===== config.mk =====
export PLATFORM = sky130hd
export DESIGN_NAME = regfile_dump_reader
export DESIGN_NICKNAME = d
export VERILOG_FILES = /design/src/rtl/regfile_dump_reader.sv
export SDC_FILE = /design/constraint.sdc
export NUM_CORES = 1
export LEC_CHECK = 0
export CORE_MARGIN = 2
export CORE_UTILIZATION = 40
export CTS_BUF_LIST = sky130_fd_sc_hd__clkbuf_8
export CTS_CLUSTER_SIZE = 8
export DETAILED_ROUTE_END_ITERATION = 7
export PLACE_DENSITY = 0.87
export RECOVER_POWER = 50
export SLEW_MARGIN = 10
export SYNTH_ARGS = -nofsm -noshare
export SYNTH_HDL_FRONTEND = slang
export SYNTH_SLANG_ARGS = --single-unit

===== constraint.sdc =====
create_clock -name CLK -period 2.3 [get_ports CLK]
set_input_delay 0.46 -clock CLK [delete_from_list [all_inputs] [get_ports CLK]]
set_output_delay 0.46 -clock CLK [all_outputs]
set_load 0.05 [all_outputs]

===== src/rtl/regfile_dump_reader.sv =====
// Streams every register file entry over a valid/ready port, lowest address first.
// Optional trailing XOR checksum beat when REGDUMP_CHECKSUM_EN is defined.
module regfile_dump_reader #(
    parameter int ADDR_WIDTH = 5,
    parameter int DATA_WIDTH = 32
) (
    input  logic                  CLK,
    input  logic                  RST_N,
    input  logic                  START,
    input  logic                  ABORT,
    output logic [ADDR_WIDTH-1:0] RA,
    input  logic [DATA_WIDTH-1:0] RD,
    output logic [DATA_WIDTH-1:0] DOUT,
    output logic [ADDR_WIDTH-1:0] DADDR,
    output logic                  DVALID,
    input  logic                  DREADY,
    output logic                  DLAST,
    output logic                  DCSUM,
    output logic                  BUSY,
    output logic                  DONE
);

    localparam logic [ADDR_WIDTH-1:0] MAX = '1;

`ifdef REGDUMP_CHECKSUM_EN
    typedef enum logic [2:0] {IDLE, LOAD, SEND, CSUM, CSEND, FIN} state_t;
    logic [DATA_WIDTH-1:0] csum;
`else
    typedef enum logic [1:0] {IDLE, LOAD, SEND, FIN} state_t;
    assign DCSUM = 1'b0;
`endif

    state_t                state;
    logic [ADDR_WIDTH-1:0] cnt;

    // RA comes straight from the counter so RD is settled for the LOAD capture
    assign RA = cnt;

    always_ff @(posedge CLK) begin
        if (!RST_N) begin
            state  <= IDLE;
            cnt    <= '0;
            DOUT   <= '0;
            DADDR  <= '0;
            DVALID <= 1'b0;
            DLAST  <= 1'b0;
            BUSY   <= 1'b0;
            DONE   <= 1'b0;
`ifdef REGDUMP_CHECKSUM_EN
            DCSUM  <= 1'b0;
            csum   <= '0;
`endif
        end else if (ABORT && state != IDLE) begin
            state  <= IDLE;
            DVALID <= 1'b0;
            DLAST  <= 1'b0;
            DONE   <= 1'b0;
            BUSY   <= 1'b0;
`ifdef REGDUMP_CHECKSUM_EN
            DCSUM  <= 1'b0;
`endif
        end else begin
            unique case (state)
                IDLE: begin
                    if (START) begin
                        cnt   <= '0;
                        BUSY  <= 1'b1;
                        state <= LOAD;
`ifdef REGDUMP_CHECKSUM_EN
                        csum  <= '0;
`endif
                    end
                end
                LOAD: begin
                    DOUT   <= RD;
                    DADDR  <= cnt;
                    DVALID <= 1'b1;
`ifdef REGDUMP_CHECKSUM_EN
                    DLAST  <= 1'b0;
                    csum   <= csum ^ RD;
`else
                    DLAST  <= (cnt == MAX);
`endif
                    state  <= SEND;
                end
                SEND: begin
                    if (DREADY) begin
                        DVALID <= 1'b0;
                        DLAST  <= 1'b0;
                        if (cnt == MAX) begin
`ifdef REGDUMP_CHECKSUM_EN
                            state <= CSUM;
`else
                            DONE  <= 1'b1;
                            state <= FIN;
`endif
                        end else begin
                            cnt   <= cnt + 1'b1;
                            state <= LOAD;
                        end
                    end
                end
`ifdef REGDUMP_CHECKSUM_EN
                CSUM: begin
                    DOUT   <= csum;
                    DADDR  <= '0;
                    DCSUM  <= 1'b1;
                    DLAST  <= 1'b1;
                    DVALID <= 1'b1;
                    state  <= CSEND;
                end
                CSEND: begin
                    if (DREADY) begin
                        DVALID <= 1'b0;
                        DCSUM  <= 1'b0;
                        DLAST  <= 1'b0;
                        DONE   <= 1'b1;
                        state  <= FIN;
                    end
                end
`endif
                FIN: begin
                    DONE  <= 1'b0;
                    BUSY  <= 1'b0;
                    state <= IDLE;
                end
                default: state <= IDLE;
            endcase
        end
    end

endmodule


==> summary.txt, run 1 <==
Worst setup path
  • CP arrival: 2.31 ns
  • Setup CP Type: reg -> reg
  • Crit-path cells: ha_1 -> and3_1 -> ha_1 -> nand4bb_1 -> a21oi_1 -> mux2i_1
  • Crit path required time: around 2.5 ns
  • Slowest Stage Delay on Critical Path: about 0.46 ns
  • Setup crit end kind: register
  • Most frequent CP cell: ha_1
  • Crit Path Max Fanout: 6
  • CP Launch Type: register
  • Critical path's slowest cell: a21oi_1
  • RR Endpoint: RA[4]
  • R2r startpoint: RA[0]
  • Reg-to-reg setup timing slack: 0.22 ns
  • FF-to-FF path depth: 6

STA
  • # setup viols final: 0
  • Hold_ws: 0.454 ns
  • RSZ-0062 raised after global routing: false
  • Worst Skew: ~0.0089 ns
  • Crit path time final: 2.08 ns
  • Final setup margin: 0.216 ns
  • Setup_tns: 0 ns
  • Final Max Slew Viols: 0
  • Worst slew pin tran: 0.876 ns
  • Tcrit/Tclk final: roughly 91%
  • Endpoints failing hold: 0
  • Fmax: 0.480 GHz
  • Relative slew slack: 41.6%

Pwr
  • Pwr Density: between 600 and 700 nW/um^2
  • Leakage power total: 1.02 nW
  • Final Power: 2.02 mW
  • VDD IR-drop max: roughly 0.34 mV

Global routing
  • Aggregate global-route resource usage: 17.9%
  • Largest net degree at the start of global routing: 31
  • First-pass GRT wire length: 7580 um
  • GRT Residual Overflow: 0
  • Initial antenna violation count: 0
  • Number of global-route vias before repair: approximately 1.7k

Die
  • Row count: 25
  • Initial core utilization: 41.4%
  • Core area: 4690 um^2
  • I/O pin count: 84
  • Die area: 5430 um^2
  • Die Y: around 74 um
  • Die Wd: 73.7 um

Yosys
  • Post-synthesis sequential area ratio: 49.5%
  • Avg Inst Size Synth: 8.64 um^2
  • Synth Register Bits: 48
  • Post-Synthesis Cells: 225
  • Synth Flop Type: dfxtp_1
  • Synth unique cells: 33
  • Ys async rst share: 0%
  • Post-synth net total: 264
  • Post-synth EDFFs: 0
  • Mapped cell area: between 1500 and 2000 um^2
  • Syn. warnings: 0

Clocking
  • Post-CTS sizing: 0
  • H-tree depth: 2
  • CTS Hold Buffers Added: 0
  • CTS sink cnt: 48
  • Post-CTS Setup Bufs: 0
  • TritonCTS buffer count: 5
  • Clock slew at reported path FFs: 0.09 ns
  • Worst-case clock buffer depth: 2
  • Clock Latency Late Sink: approximately 0.30 ns
  • CTS tree: done
  • Clock Root Buffer: clkbuf_8

Min path
  • Hold Crit Start: DOUT[4]
  • Hold Crit Depth: 2
  • Hold Path Class: reg -> reg
  • Hold path endpoint: DOUT[4]

Routing
  • Routed wire length: 4570 um
  • 1st-pass router iterations: 4
  • Post-route ant nets: 0
  • DR vias: 1790
  • DRC: 0
  • Avg WL per Cell: 12.7 um
  • Number of vias per cell: 4.97
  • DRT iter0 DRCs: 69

Layout
  • Fin util: just over 60%
  • Layout area overhead: 50.1%
  • Final Cell Area: ~2900 um^2
  • Fin nets: 344
  • Non-Filler Instances: 360
  • Share of layout cells above drive strength 1: 4.25%
  • ANT cells: 0

Placed design
  • Placed Area: 2790 um^2
  • PortBufs: slightly above 80
  • Pre-CTS WS: between 0.3 and 0.4 ns
  • Routability cong.: between 0.7 and 0.8
  • Placed Cells: ~350
  • DP HPWL: 3270 um

Outcome
  • Status: completed

Job
  • Max_cap viols: 0
-- sequential cells by signal (all words and copies together), names as in the netlist --
name	count
DADDR	5
RA	5
DVALID	1
BUSY	1
DONE	1
state	2
DOUT	32
DLAST	1
-- critical path, delay by kind of cell (launching register included) --
kind	cells	cell delay, ns
compound gates	1	0.46
fa+ha+maj	2	0.45
flops	1	0.37
simple gates	2	0.46
mux	1	0.27
-- layout by cell type (no fill, tap or decap), types with 3 or more instances in the layout --
cell	netlist	layout
dfxtp_1	48	48
nand3_1	3	3
dlygate4sd3_1	0	3
nand2b_1	4	4
clkbuf_8	0	5
a21boi_1	37	3
a21boi_0	0	34
nand2_1	82	82
o22ai_1	3	3
inv_1	4	4
buf_4	1	3
a21oi_1	4	5
bufinv_16	0	3
clkdlybuf4s50_1	0	79
-- synthesized netlist by cell type, types with 2 or more instances --
cell type   n  area [um^2]
nand2_1    82          308
inv_1       4         15.0
buf_6       3         33.8
nor3_1      2         10.0
clkbuf_1    6         22.5
a21oi_1     4         20.0
ha_1        2         25.0
nand3_1     3         15.0
a21boi_1   37          278
nand2b_1    4         25.0
mux2i_1     2         20.0
buf_2       5         25.0
dfxtp_1    48          961
o22ai_1     3         18.8
a211oi_1    2         15.0
-- cell families after synthesis --
kind of cell               count (synthesis)  share of synthesized area, %
other                                      1                         0.193
buffers and inverters                     19                          5.34
and+or+nand+nor                          100                          23.1
muxes                                      2                          1.03
adders and majority gates                  2                          1.29
AOI/OAI and AO/OA                         53                          19.6
DFF                                       48                          49.5
-- worst max path at each step --
| stage | start | end | slack [ns] | depth (start not counted) |
|---|---|---|---|---|
| global placement | ABORT | RA[3] | 0.36 | 4 |
| CTS | RA[3] | RA[3] | 0.24 | 1 |
| floorplan | RA[0] | RA[3] | 0.24 | 6 |
| detailed placement | ABORT | RA[3] | 0.34 | 4 |
| finish | RA[0] | RA[4] | 0.22 | 6 |
| global route | RA[0] | RA[4] | 0.13 | 6 |
-- power breakdown --
group	switching, mW	total (mW)	internal (mW)
sequential	0.0238	0.883	0.859
combinational	0.176	0.311	0.135
clock	0.279	0.822	0.543
-- per-layer routing --
layer  part of all wire, %  vias to the layer above  wire length, um  global-route usage (%)
met5                     0                        -                0                       0
met4                  0.98                        0               45                    4.85
met3                   6.7                        7              306                    5.76
met2                    48                       52             2200                    31.4
met1                    44                      831             2020                    20.9
li1                      -                      900                -                       -
-- layout make-up --
cell class                      instances  area, um^2
Fill cell                             417        1780
Sequential cell                        48         961
Multi-Input combinational cell        158         858
Timing Repair Buffer                   88         856
Clock inverter                          3        90.1
Clock buffer                            5        68.8
Tap cell                               54        67.6
Inverter                                4        15.0
No activity file was read; power rests on OpenSTA's default activity.
==> run 2: changes to the inputs <==
==> constraint.sdc (replaced) <==
create_clock -name CLK -period 2.3 [get_ports CLK]
set_input_delay 0.575 -clock CLK [delete_from_list [all_inputs] [get_ports CLK]]
set_output_delay 0.575 -clock CLK [all_outputs]
set_load 0.05 [all_outputs]
==> summary.txt, run 2 (synthesis gave the netlist of run 1 again) <==
Clocking
  • Clock Root Buffer: clkbuf_8
  • TritonCTS buffer count: 5
  • Clock slew at reported path FFs: 0.08 ns
  • Post-CTS Setup Bufs: 0
  • Post-CTS sizing: 0
  • CTS tree: done
  • Worst-case clock buffer depth: 2
  • H-tree depth: 2
  • Clock Latency Late Sink: slightly below 0.3 ns
  • CTS Hold Buffers Added: 0
  • CTS sink cnt: 48

STA
  • Final Max Slew Viols: 0
  • Relative slew slack: 50.1%
  • Tcrit/Tclk final: 93.4%
  • RSZ-0062 raised after global routing: false
  • Final setup margin: 0.152 ns
  • Endpoints failing hold: 0
  • # setup viols final: 0
  • Worst slew pin tran: 0.748 ns
  • Fmax: 0.466 GHz
  • Worst Skew: between 0.003 and 0.004 ns
  • Crit path time final: 2.15 ns
  • Hold_ws: 0.453 ns
  • Setup_tns: 0 ns

Pwr
  • Leakage power total: 0.991 nW
  • Pwr Density: 592 nW/um^2
  • VDD IR-drop max: 0.319 mV

Placed design
  • Routability cong.: a little under 0.8
  • Pre-CTS WS: 0.232 ns
  • PortBufs: 82
  • Placed Area: approximately 2800 um^2
  • DP HPWL: 3040 um

Min path
  • Hold Path Class: reg -> reg
  • Hold Crit Start: DOUT[21]

Worst setup path
  • R2r startpoint: RA[0]
  • Reg-to-reg setup timing slack: 0.31 ns
  • CP bufs+invs: 1
  • Crit-path cells: clkdlybuf4s50_1
  • Critical path's slowest cell: clkdlybuf4s50_1
  • Delay-heaviest family, CP: buffers and inverters
  • Setup crit end kind: output pin
  • CP arrival: 1.57 ns
  • Slowest Stage Delay on Critical Path: around 0.84 ns
  • Crit Path Max Fanout: 6
  • CP Launch Point: RA[3]
  • Setup CP Type: reg -> out
  • CP Launch Type: register
  • Crit path required time: 1.73 ns

Layout
  • Top reg by flops: DOUT
  • Final Cell Area: 2840 um^2
  • Commonest non-fill, non-tap cell in the layout: nand2_1
  • Largest register FFs: 32
  • Layout area overhead: 46.2%
  • Share of layout cells above drive strength 1: 3.61%
  • Fin util: 60.6%
  • ANT cells: 0
  • Commonest cells after routing, fill and taps aside: 82 x nand2_1, 81 x clkdlybuf4s50_1, 48 x dfxtp_1, 34 x a21boi_0
  • Fin nets: 343

Global routing
  • Aggregate global-route resource usage: 16.3%
  • Number of global-route vias before repair: 1583
  • GRT Residual Overflow: 0
  • First-pass GRT wire length: 6990 um
  • Largest net degree at the start of global routing: 47
  • Initial antenna violation count: 0

Routing
  • Routed wire length: 4310 um
  • Avg WL per Cell: 12.0 um
  • Number of vias per cell: between 4 and 5
  • Post-route ant nets: 0
  • 1st-pass router iterations: 4
  • DRT iter0 DRCs: 43
  • DRC: 0
  • DR vias: between 1.5k and 2k

Die
  • I/O pin count: 84
  • Die Y: 73.7 um
  • Die area: between 5000 and 6000 um^2
  • Core area: 4690 um^2
  • Die Wd: 73.7 um
  • Initial core utilization: 41.4%
  • Row count: 25

Job
  • Max_cap viols: 0

Outcome
  • Status: completed
-- run 2: cell count changes in the layout (fill, tap and decap cells not counted) --
| cell | before | now |
|---|---|---|
| bufinv_16 | 3 | 0 |
| clkdlybuf4s50_1 | 79 | 81 |
| dlygate4sd3_1 | 3 | 1 |
| inv_1 | 4 | 6 |
| buf_4 | 3 | 2 |
| clkbuf_1 | 2 | 1 |
| clkbuf_2 | 1 | 2 |
| clkbuf_8 | 5 | 6 |
-- run 2: layer usage --
| layer | wire length [um] | track usage (%) | up-vias | share of wire, % |
|---|---|---|---|---|
| li1 | - | - | 896 | - |
| met1 | 1910 | 19.0 | 772 | 44 |
| met2 | 2050 | 28.7 | 50 | 48 |
| met3 | 295 | 4.39 | 8 | 6.8 |
| met4 | 56 | 5.45 | 0 | 1.3 |
| met5 | 0 | 0 | - | 0 |
-- run 2: layout make-up --
class	instances	area, um^2
repair buffers	87	850
fillers	439	1850
inverters	4	15.0
multi-input cells	158	858
well taps	54	67.6
clock buffers	6	82.6
clock inverters	2	7.51
flip-flops and latches	48	961
-- run 2: power by group --
group          switching (mW)  leakage, nW  internal, mW
registers              0.0231        0.389         0.859
clock network           0.256       0.0538         0.237
logic                   0.173        0.548         0.135
-- run 2: path summary, 6_finish.rpt --
kind | cells after the start | end
worst min register to register | 2 | DOUT[21]
worst max register to register | 6 | RA[4]
worst min-delay path | 2 | DOUT[21]
worst max-delay path | 1 | RA[3]
-- run 2: tightest hold or removal path: stages (launching register included) --
cell and delay (ns):
dfxtp_1 0.31, nand2_1 0.05, a21boi_1 0.05
-- run 2: metrics by stage --
step / total power, mW / std cells
floorplan: 1.09 / 225
global placement: 1.22 / 351
detailed placement: 1.22 / 351
CTS: 1.72 / 359
global route: 1.77 / 359
finish: 1.68 / 359
